**config.mk**
```make
export PLATFORM = sky130hd
export DESIGN_NAME = fb_swap_ctrl
export DESIGN_NICKNAME = d
export VERILOG_FILES = /design/src/rtl/fb_swap_ctrl_pkg.sv /design/src/rtl/fb_swap_ctrl_rise_det.sv /design/src/rtl/fb_swap_ctrl.sv
export SDC_FILE = /design/constraint.sdc
export NUM_CORES = 1
export LEC_CHECK = 0
export ABC_AREA = 1
export ABC_CLOCK_PERIOD_IN_PS = 3600
export CAP_MARGIN = 20
export CORE_MARGIN = 10
export CORE_UTILIZATION = 53
export CTS_BUF_LIST = sky130_fd_sc_hd__clkbuf_8 sky130_fd_sc_hd__clkbuf_16
export CTS_CLUSTER_SIZE = 28
export DETAILED_ROUTE_END_ITERATION = 10
export PLACE_DENSITY = 0.86
export SETUP_SLACK_MARGIN = 0.15
export SYNTH_ARGS = -nofsm -noshare
export SYNTH_HDL_FRONTEND = slang
export SYNTH_SLANG_ARGS = --single-unit
```
**constraint.sdc**
```tcl
create_clock -name clk -period 3.6 [get_ports clk]
set_clock_uncertainty 0.1 [all_clocks]
set_input_delay 0.72 -clock clk [delete_from_list [all_inputs] [get_ports clk]]
set_output_delay 0.72 -clock clk [all_outputs]
set_load 0.005 [all_outputs]
```
**src/rtl/fb_swap_ctrl_pkg.sv**
```systemverilog
// Shared definitions for the frame-buffer swap controller: FSM state
// encoding, default buffer base addresses and the beat counter width.
package fb_swap_ctrl_pkg;

  typedef enum logic [1:0] {
    ST_RENDER  = 2'd0,
    ST_WAIT_VB = 2'd1,
    ST_SWAP    = 2'd2
  } fb_state_e;

  localparam logic [23:0] FB_BASE0_DEF = 24'h000000;
  localparam logic [23:0] FB_BASE1_DEF = 24'h100000;
  localparam int          BEAT_W       = 20;

endpackage

```
**src/rtl/fb_swap_ctrl_rise_det.sv**
```systemverilog
// Rising-edge detector: one delay flop and an AND gate. The output is
// combinational and is high for the cycle in which sig_i is first seen high.
module rise_det (
  input  logic clk,
  input  logic rst,
  input  logic sig_i,
  output logic rise_o
);

  logic sig_q;

  always_ff @(posedge clk) begin
    if (rst) sig_q <= 1'b0;
    else     sig_q <= sig_i;
  end

  assign rise_o = sig_i & ~sig_q;

endmodule

```
**src/rtl/fb_swap_ctrl.sv**
```systemverilog
// Double-buffer scheduler: holds the render pipeline after each frame until the
// next display vblank, then swaps front/back bases. Tracks frame statistics.
module fb_swap_ctrl
  import fb_swap_ctrl_pkg::*;
#(
  parameter int                H_DISP     = 1280,
  parameter int                V_DISP     = 720,
  parameter int                ADDR_W     = 24,
  parameter logic [ADDR_W-1:0] FB_BASE0   = ADDR_W'(FB_BASE0_DEF),
  parameter logic [ADDR_W-1:0] FB_BASE1   = ADDR_W'(FB_BASE1_DEF),
  parameter logic [15:0]       REPEAT_MAX = 16'hFFFF
) (
  input  logic              clk,
  input  logic              rst,
  input  logic              frame_done,
  input  logic              disp_vblank,
  input  logic              ppl_wr_valid,
  input  logic              cfg_single,
  output logic              ppl_hold,
  output logic [ADDR_W-1:0] wr_base,
  output logic [ADDR_W-1:0] rd_base,
  output logic              buf_sel,
  output logic              swap_done,
  output logic [15:0]       frame_cnt,
  output logic [15:0]       repeat_cnt,
  output logic              err_frame,
  output logic [1:0]        dbg_state
);

  localparam logic [BEAT_W-1:0] FRAME_BEATS = BEAT_W'(H_DISP * V_DISP);

  fb_state_e         state_q, state_d;
  logic              fd_rise, vb_rise;
  logic              ppl_hold_q, ppl_hold_d;
  logic              swap_done_q, swap_done_d;
  logic              buf_sel_q, buf_sel_d;
  logic              err_q, err_d;
  logic [15:0]       frame_q, frame_d;
  logic [15:0]       rep_q, rep_d;
  logic [BEAT_W-1:0] beat_q, beat_d;

  rise_det u_fd_rise (.clk(clk), .rst(rst), .sig_i(frame_done),  .rise_o(fd_rise));
  rise_det u_vb_rise (.clk(clk), .rst(rst), .sig_i(disp_vblank), .rise_o(vb_rise));

  // Flow control: a ppl_wr_valid beat is accepted only while the FSM is in
  // RENDER; ppl_hold is the registered stall that covers WAIT_VB and the SWAP
  // cycle that follows it. Beats or frame ends outside RENDER are dropped
  // and latch err_frame.
  always_comb begin
    state_d   = state_q;
    frame_d   = frame_q;
    rep_d     = rep_q;
    beat_d    = beat_q;
    err_d     = err_q;
    buf_sel_d = buf_sel_q;
    unique case (state_q)
      ST_RENDER: begin
        if (fd_rise) begin
          frame_d = frame_q + 16'd1;
          if (beat_q != FRAME_BEATS) err_d = 1'b1;
          beat_d = BEAT_W'(ppl_wr_valid);
          if (!cfg_single) state_d = vb_rise ? ST_SWAP : ST_WAIT_VB;
        end else begin
          if (ppl_wr_valid) beat_d = beat_q + BEAT_W'(1);
          if (vb_rise && (rep_q != REPEAT_MAX)) rep_d = rep_q + 16'd1;
        end
      end
      ST_WAIT_VB: begin
        if (vb_rise) state_d = ST_SWAP;
        if (ppl_wr_valid || fd_rise) err_d = 1'b1;
      end
      ST_SWAP: begin
        buf_sel_d = ~buf_sel_q;
        state_d   = ST_RENDER;
        if (ppl_wr_valid || fd_rise) err_d = 1'b1;
      end
      default: state_d = ST_RENDER;
    endcase
    // A coincident frame end and vblank goes straight to SWAP without a stall.
    ppl_hold_d  = (state_d == ST_WAIT_VB) ||
                  ((state_d == ST_SWAP) && (state_q == ST_WAIT_VB));
    swap_done_d = (state_d == ST_SWAP);
  end

  always_ff @(posedge clk) begin
    if (rst) begin
      state_q     <= ST_RENDER;
      ppl_hold_q  <= 1'b0;
      swap_done_q <= 1'b0;
      buf_sel_q   <= 1'b0;
      err_q       <= 1'b0;
      frame_q     <= 16'd0;
      rep_q       <= 16'd0;
      beat_q      <= '0;
    end else begin
      state_q     <= state_d;
      ppl_hold_q  <= ppl_hold_d;
      swap_done_q <= swap_done_d;
      buf_sel_q   <= buf_sel_d;
      err_q       <= err_d;
      frame_q     <= frame_d;
      rep_q       <= rep_d;
      beat_q      <= beat_d;
    end
  end

  assign rd_base    = buf_sel_q ? FB_BASE1 : FB_BASE0;
  assign wr_base    = cfg_single ? rd_base : (buf_sel_q ? FB_BASE0 : FB_BASE1);
  assign ppl_hold   = ppl_hold_q;
  assign swap_done  = swap_done_q;
  assign buf_sel    = buf_sel_q;
  assign frame_cnt  = frame_q;
  assign repeat_cnt = rep_q;
  assign err_frame  = err_q;
  assign dbg_state  = state_q;

endmodule

```
==> flow_metrics.py, run 1 <==
metrics = {
    "run_status": {
        "status": "completed",
    },
    "routing": {
        "drt_iter0_drc": 124,
        "drt-total-wl_um": 8300,
        "drc": 0,
        "antenna_left": 0,
        "drtPass1Iterations": 4,
        "viasPerCell": 4.95,
        "vias": 3213,
        "wire_per_inst_um": 12.8,
    },
    "global_route": {
        "antenna_found_initial": 0,
        "busiest_layer": "met2",
        "grt_max_degree": 25,
        "grt_pass1_wl_um": 13700,
        "grt_use_total_pct": 16.0,
        "met2_usage_pct": 28.2,
        "overflow": 0,
        "grt_use_met1_pct": 16.7,
        "grt_pass1_vias": 3169,
        "grtUsageMet3_pct": 6.34,
    },
    "logic_synthesis": {
        "synth_top_family_by_area": "simple AND/OR/NAND/NOR gates",
        "yosysUniqueCellTypes": 32,
        "synth_mux_area_share_pct": 0,
        "ys_seq_elements": 60,
        "yosysWarningCount": 0,
        "synth-compound-area-share_pct": 9.65,
        "synthCells": 518,
        "avgSynthCellArea_um2": 6.89,
        "synth-adder-area-share_pct": 2.46,
        "synth_top_area_share_pct": 33.7,
        "synth_area_leader_cell": "dfxtp_1",
        "synthSimpleGateAreaFrac_pct": 34.5,
        "synth_xor_area_share_pct": 2.21,
        "synth_top_cells_by_area": "dfxtp_1 (34%), nand2_1 (11%), buf_4 (10%), nor2_1 (8.4%), nand3_1 (6.0%)",
        "yosysSeqAreaShare_pct": 33.7,
        "synth_area_um2": 3570,
    },
    "die": {
        "die_y_um": 102,
        "initial_core_util_pct": 55.2,
        "die_w_um": 102,
        "dieArea_um2": 10400,
        "io_pins": 92,
        "num_rows": 29,
        "core_um2": 6460,
    },
    "final_layout": {
        "nNetsFinal": 580,
        "final_cell_mix": "nand2_1 (101), nor2_1 (80), dfxtp_1 (60)",
        "multi_input_area_um2": 1910,
        "stdcell_count": 649,
        "regArea_um2": 1200,
        "drive_gt1_share_pct": 8.22,
        "final_common_cell": "nand2_1",
        "antenna_cells": 0,
        "n_fill_cell": 588,
        "syn_to_final_growth_pct": 14.6,
    },
    "timing": {
        "slew_violations": 0,
        "rsz0062_at_grt": "false",
        "fin_crit_ns": 2.69,
        "setup_viol": 0,
        "period_share_pct": 74.8,
        "hold_viol_final": 0,
        "fmax_mhz": 372,
        "timing.setup.tns_ns": 0,
    },
    "place": {
        "placedCellCount": 633,
        "portBuffers": 45,
        "post-dp-hpwl_um": 6260,
        "place_congestion": 0.866,
    },
    "critical_path": {
        "cp_data_arrival_time_ns": 1.87,
        "crit_chain": "clkdlybuf4s50_1 -> xnor2_1 -> clkdlybuf4s50_1",
        "critPathKind": "in -> out",
        "cpMostUsedCell": "clkdlybuf4s50_1",
        "critPathMaxStageDelay_ns": 0.53,
        "crit_slowest_cell": "clkdlybuf4s50_1",
        "rr_startpoint": "dbg_state[0]$_SDFF_PP0_",
        "rr_worst_depth": 7,
        "r2r_end": "beat_q[12]$_SDFFE_PP0P_",
        "worst-path-max-fanout": 2,
        "endpoint_kind": "output port",
        "critPathRequiredTime_ns": 2.78,
        "reg2reg_slack_ns": 1.65,
        "critPathLaunchType": "input pin",
    },
    "pwr": {
        "combPwrFrac_pct": 11.1,
        "clock_power_share_pct": 41.3,
        "ir_worst_vdd_mv": 0.288,
        "p_sw_share_pct": 27.3,
        "switching_power_mw": 0.397,
        "seqPwrFrac_pct": 47.6,
        "power.internal_mw": 1.05,
        "powerDensity_nw_per_um2": 355,
        "leakagePower_nw": 1.70,
    },
    "clock_network": {
        "postCtsSetupBuffers": 0,
        "clkSinkCount": 60,
        "cts_tree": "built",
        "path_clk_slew_ns": 0.07,
        "ctsRootBufferMaster": "clkbuf_8",
        "htree_levels": 3,
        "ctsHoldBuffers": 0,
        "cts_resized": 0,
        "cts_buffers": 9,
        "clk_latency_ns": 0.35,
        "clockBufferDepth": 2,
    },
    "worst_hold_path": {
        "holdCritPathClass": "reg -> reg",
        "worstHoldPathCells": 2,
        "whs_endpoint": "frame_cnt[6]$_SDFFE_PP0P_",
        "min_from": "frame_cnt[6]$_SDFFE_PP0P_",
    },
    "run": {
        "maxCapViolCount": 0,
    },
}
## critical path: cells and delay by family
kind                   cells  cell delay [ns]
XOR/XNOR                   1             0.12
buffers and inverters      2             1.03
## metal layers
metal	wire [µm]	part of all wire, %
met5	0	0
met2	4100	49
met4	129	1.6
met1	3380	41
met3	688	8.3
## cells by family (layout without fill, tap and decap cells)
family	count (synthesis)	after routing
AO/OA/AOI/OAI	65	65
XOR/XNOR	9	9
adder cells (fa/ha/maj)	7	7
buffers and inverters	112	121
flip-flops	60	60
other	1	46
AND/OR/NAND/NOR	264	264
## synthesized netlist by cell type, drive strengths merged
cell and instances:
xor2 3, nor2 90, or2 1, nand4 10
inv 58, nand3 48, xnor2 6, conb 1
a21oi 44, buf 51, nor3b 1, o21bai 1
nor3 5, ha 7, nand2 109, a31oi 2
o21ai 17, dfxtp 60, clkbuf 3, o21a 1
## flip-flops by register name, summed over array words and instances (netlist names)
register / count
u_vb_rise.sig_q: 1
swap_done: 1
buf_sel: 1
u_fd_rise.sig_q: 1
dbg_state: 2
frame_cnt: 16
repeat_cnt: 16
err_frame: 1
beat_q: 20
ppl_hold: 1
## how the worst max path moves through the flow
stage | startpoint | to | slack (ns) | depth (start not counted)
2_1_floorplan | frame_done | repeat_cnt[5]$_SDFFE_PP0P_ | 1.91 | 9
3_3_place_gp | cfg_single | wr_base[20] | 0.93 | 3
3_5_place_dp | cfg_single | wr_base[20] | 0.90 | 3
4_1_cts | cfg_single | wr_base[20] | 0.89 | 3
5_1_grt | cfg_single | wr_base[20] | 0.86 | 3
6_report | cfg_single | wr_base[20] | 0.91 | 3
## area by class of cell
| type | instances | share of cell area [%] |
|---|---|---|
| Multi-Input combinational cell | 391 | 46.8 |
| Inverter | 58 | 5.33 |
| Clock inverter | 7 | 1.65 |
| Clock buffer | 9 | 3.03 |
| Timing Repair Buffer | 47 | 11.4 |
| Tap cell | 77 | 2.36 |
| Sequential cell | 60 | 29.4 |
## power by group through the flow
| stage | Sequential (mW) | Clock (mW) | Combinational (mW) |
|---|---|---|---|
| final | 0.691 | 0.600 | 0.160 |
| after global routing | 0.693 | 0.642 | 0.180 |
| after CTS | 0.691 | 0.606 | 0.159 |
| after detailed placement | 0.706 | 0 | 0.158 |
| after global placement | 0.705 | 0 | 0.152 |
| after floorplan | 0.705 | 0 | 0.145 |
## stage by stage
step                      instance area [µm²]  hold slack (ns)  power [mW]  setup WS [ns]  utilization (%)
after global placement                   3890            0.376       0.857          0.926             60.3
after global routing                     4090            0.423        1.51          0.858             63.3
after CTS                                4090            0.403        1.46          0.890             63.3
after floorplan                          3740            0.355       0.850           1.91                -
after detailed placement                 3890            0.388       0.864          0.899             60.3
final                                    4090            0.402        1.45          0.908             63.3
Note: power is estimated with default switching activity, not from simulation.
==> inputs of run 2 (changes only) <==
Settings changed: ABC_CLOCK_PERIOD_IN_PS 3600 to 2400, CORE_UTILIZATION 53 to 45, PLACE_DENSITY 0.86 to 0.77.
Clock period 3.6 ns to 2.4 ns, I/O delays scaled along.
==> run 2 against run 1 <==
Via count is essentially flat. Sequential share of layout area down 0.47 points. Die area is 14% higher. Utilization decreased by 9.5 points. Clock power increased by 72%. Cell area rose by 1.6%. Combinational power grew 49%. Final cell count is 3.9% higher. Sequential power increased by 51%. Global-route usage down 2.3 points. Largest power group unchanged. Highest routed layer unchanged.
==> flow_metrics.py, run 2 (same netlist as run 1, synthesis figures left out) <==
metrics = {
    "run_status": {
        "status": "completed",
    },
    "die": {
        "dieArea_um2": 11900,
        "core_um2": 7730,
        "io_pins": 92,
        "initial_core_util_pct": 46.2,
        "num_rows": 32,
        "die_w_um": 109,
        "die_y_um": 109,
    },
    "final_layout": {
        "drive_gt1_share_pct": 8.39,
        "antenna_cells": 0,
        "multi_input_area_um2": 1910,
        "stdcell_area_um2": 4150,
        "syn_to_final_growth_pct": 16.4,
        "n_fill_cell": 766,
        "final_cell_mix": "nand2_1 (101), nor2_1 (80), dfxtp_1 (60)",
        "largest_register_ffs": 20,
        "top_register": "beat_q",
        "nNetsFinal": 580,
        "regArea_um2": 1200,
        "final_common_cell": "nand2_1",
        "post-route-util_pct": 53.7,
    },
    "global_route": {
        "grt_pass1_wl_um": 13400,
        "grt_use_met1_pct": 14.6,
        "grt_pass1_vias": 3019,
        "busiest_layer": "met2",
        "grt_use_total_pct": 13.6,
        "antenna_found_initial": 0,
        "grtUsageMet3_pct": 5.49,
        "met2_usage_pct": 23.8,
        "grt_max_degree": 24,
        "overflow": 0,
    },
    "timing": {
        "fmax_mhz": 507,
        "slew_violations": 0,
        "postLayoutSetupSlackWorst_ns": 0.429,
        "period_share_pct": 82.1,
        "timing.setup.tns_ns": 0,
        "fin_crit_ns": 1.97,
        "setup_viol": 0,
        "hold_viol_final": 0,
        "rsz0062_at_grt": "false",
    },
    "critical_path": {
        "cp_data_arrival_time_ns": 2.14,
        "critPathLaunchType": "flop",
        "worst-path-max-fanout": 16,
        "critPathRequiredTime_ns": 2.57,
        "endpoint_kind": "flop",
        "critPathKind": "reg -> reg",
    },
    "place": {
        "place_congestion": 0.818,
        "post-dp-hpwl_um": 6130,
        "portBuffers": 45,
        "post-place-ws_ns": 0.167,
        "placed_area_um2": 3930,
    },
    "worst_hold_path": {
        "holdCritPathClass": "reg -> reg",
    },
    "routing": {
        "drt_iter0_drc": 96,
        "vias": 3211,
        "drt-total-wl_um": 8090,
        "viasPerCell": 4.76,
        "antenna_left": 0,
        "drtPass1Iterations": 5,
        "wire_per_inst_um": 12.0,
        "drc": 0,
    },
    "pwr": {
        "ir_worst_vdd_mv": 0.432,
        "powerDensity_nw_per_um2": 556,
        "total_power_mw": 2.31,
        "leakagePower_nw": 1.72,
    },
    "clock_network": {
        "cts_tree": "built",
        "clkSinkCount": 60,
        "cts_buffers": 9,
        "clk_latency_ns": 0.35,
        "path_clk_slew_ns": 0.08,
        "clockBufferDepth": 2,
        "ctsRootBufferMaster": "clkbuf_8",
        "postCtsSetupBuffers": 0,
        "htree_levels": 3,
    },
    "run": {
        "maxCapViolCount": 0,
    },
}
run 2: cell types whose count changed in the layout (fill, tap and decap cells not counted):
cell	delta
bufinv_16	+1
clkinv_4	+3
clkinvlp_4	-2
dlymetal6s2s_1	+1
inv_1	-1
clkinv_2	-1
clkdlybuf4s50_1	-1
run 2: critical path, cell delays in order (launching register included):
cell	delay (ns)
dfxtp_1	0.42
inv_1	0.09
ha_1	0.30
nand3_4	0.19
nand2_1	0.13
inv_1	0.37
o21ai_0	0.16
a21oi_1	0.14
run 2: area by class of cell:
| cell class | count | area share (%) |
|---|---|---|
| multi-input cells | 391 | 46.1 |
| clock buffers | 9 | 2.98 |
| clock inverters | 7 | 2.41 |
| well taps | 102 | 3.07 |
| inverters | 58 | 5.24 |
| flip-flops and latches | 60 | 28.9 |
| repair buffers | 47 | 11.3 |
run 2: path summary, 6_finish.rpt:
check | start | endpoint | slack [ns] | cells past startpoint
setup reg to reg | dbg_state[0]$_SDFF_PP0_ | beat_q[14]$_SDFFE_PP0P_ | 0.43 | 7
hold reg to reg | beat_q[4]$_SDFFE_PP0P_ | beat_q[4]$_SDFFE_PP0P_ | 0.40 | 1
hold / removal | beat_q[4]$_SDFFE_PP0P_ | beat_q[4]$_SDFFE_PP0P_ | 0.40 | 1
setup / recovery | dbg_state[0]$_SDFF_PP0_ | beat_q[14]$_SDFFE_PP0P_ | 0.43 | 7
run 2: repair_timing:
action	in CTS	in global routing
hold endpoints to repair	0	0
resized for setup	0	1
endpoints found under the setup margin	0	1
hold buffers	0	0
run 2: routing by layer:
metal  vias up  routed length, µm
met5         -                  0
met4         0                100
li1       1654                  -
met3        12                754
met2        87               3980
met1      1458               3250
run 2: stage by stage:
step | hold slack, ns | cells
after global placement | 0.370 | 658
final | 0.400 | 674
after CTS | 0.400 | 674
after global routing | 0.426 | 674
after floorplan | 0.355 | 563
after detailed placement | 0.381 | 658
run 2: power breakdown:
| part | internal (mW) | switching, mW |
|---|---|---|
| Clock | 0.591 | 0.443 |
| Combinational | 0.0899 | 0.149 |
| Sequential | 1.02 | 0.0203 |
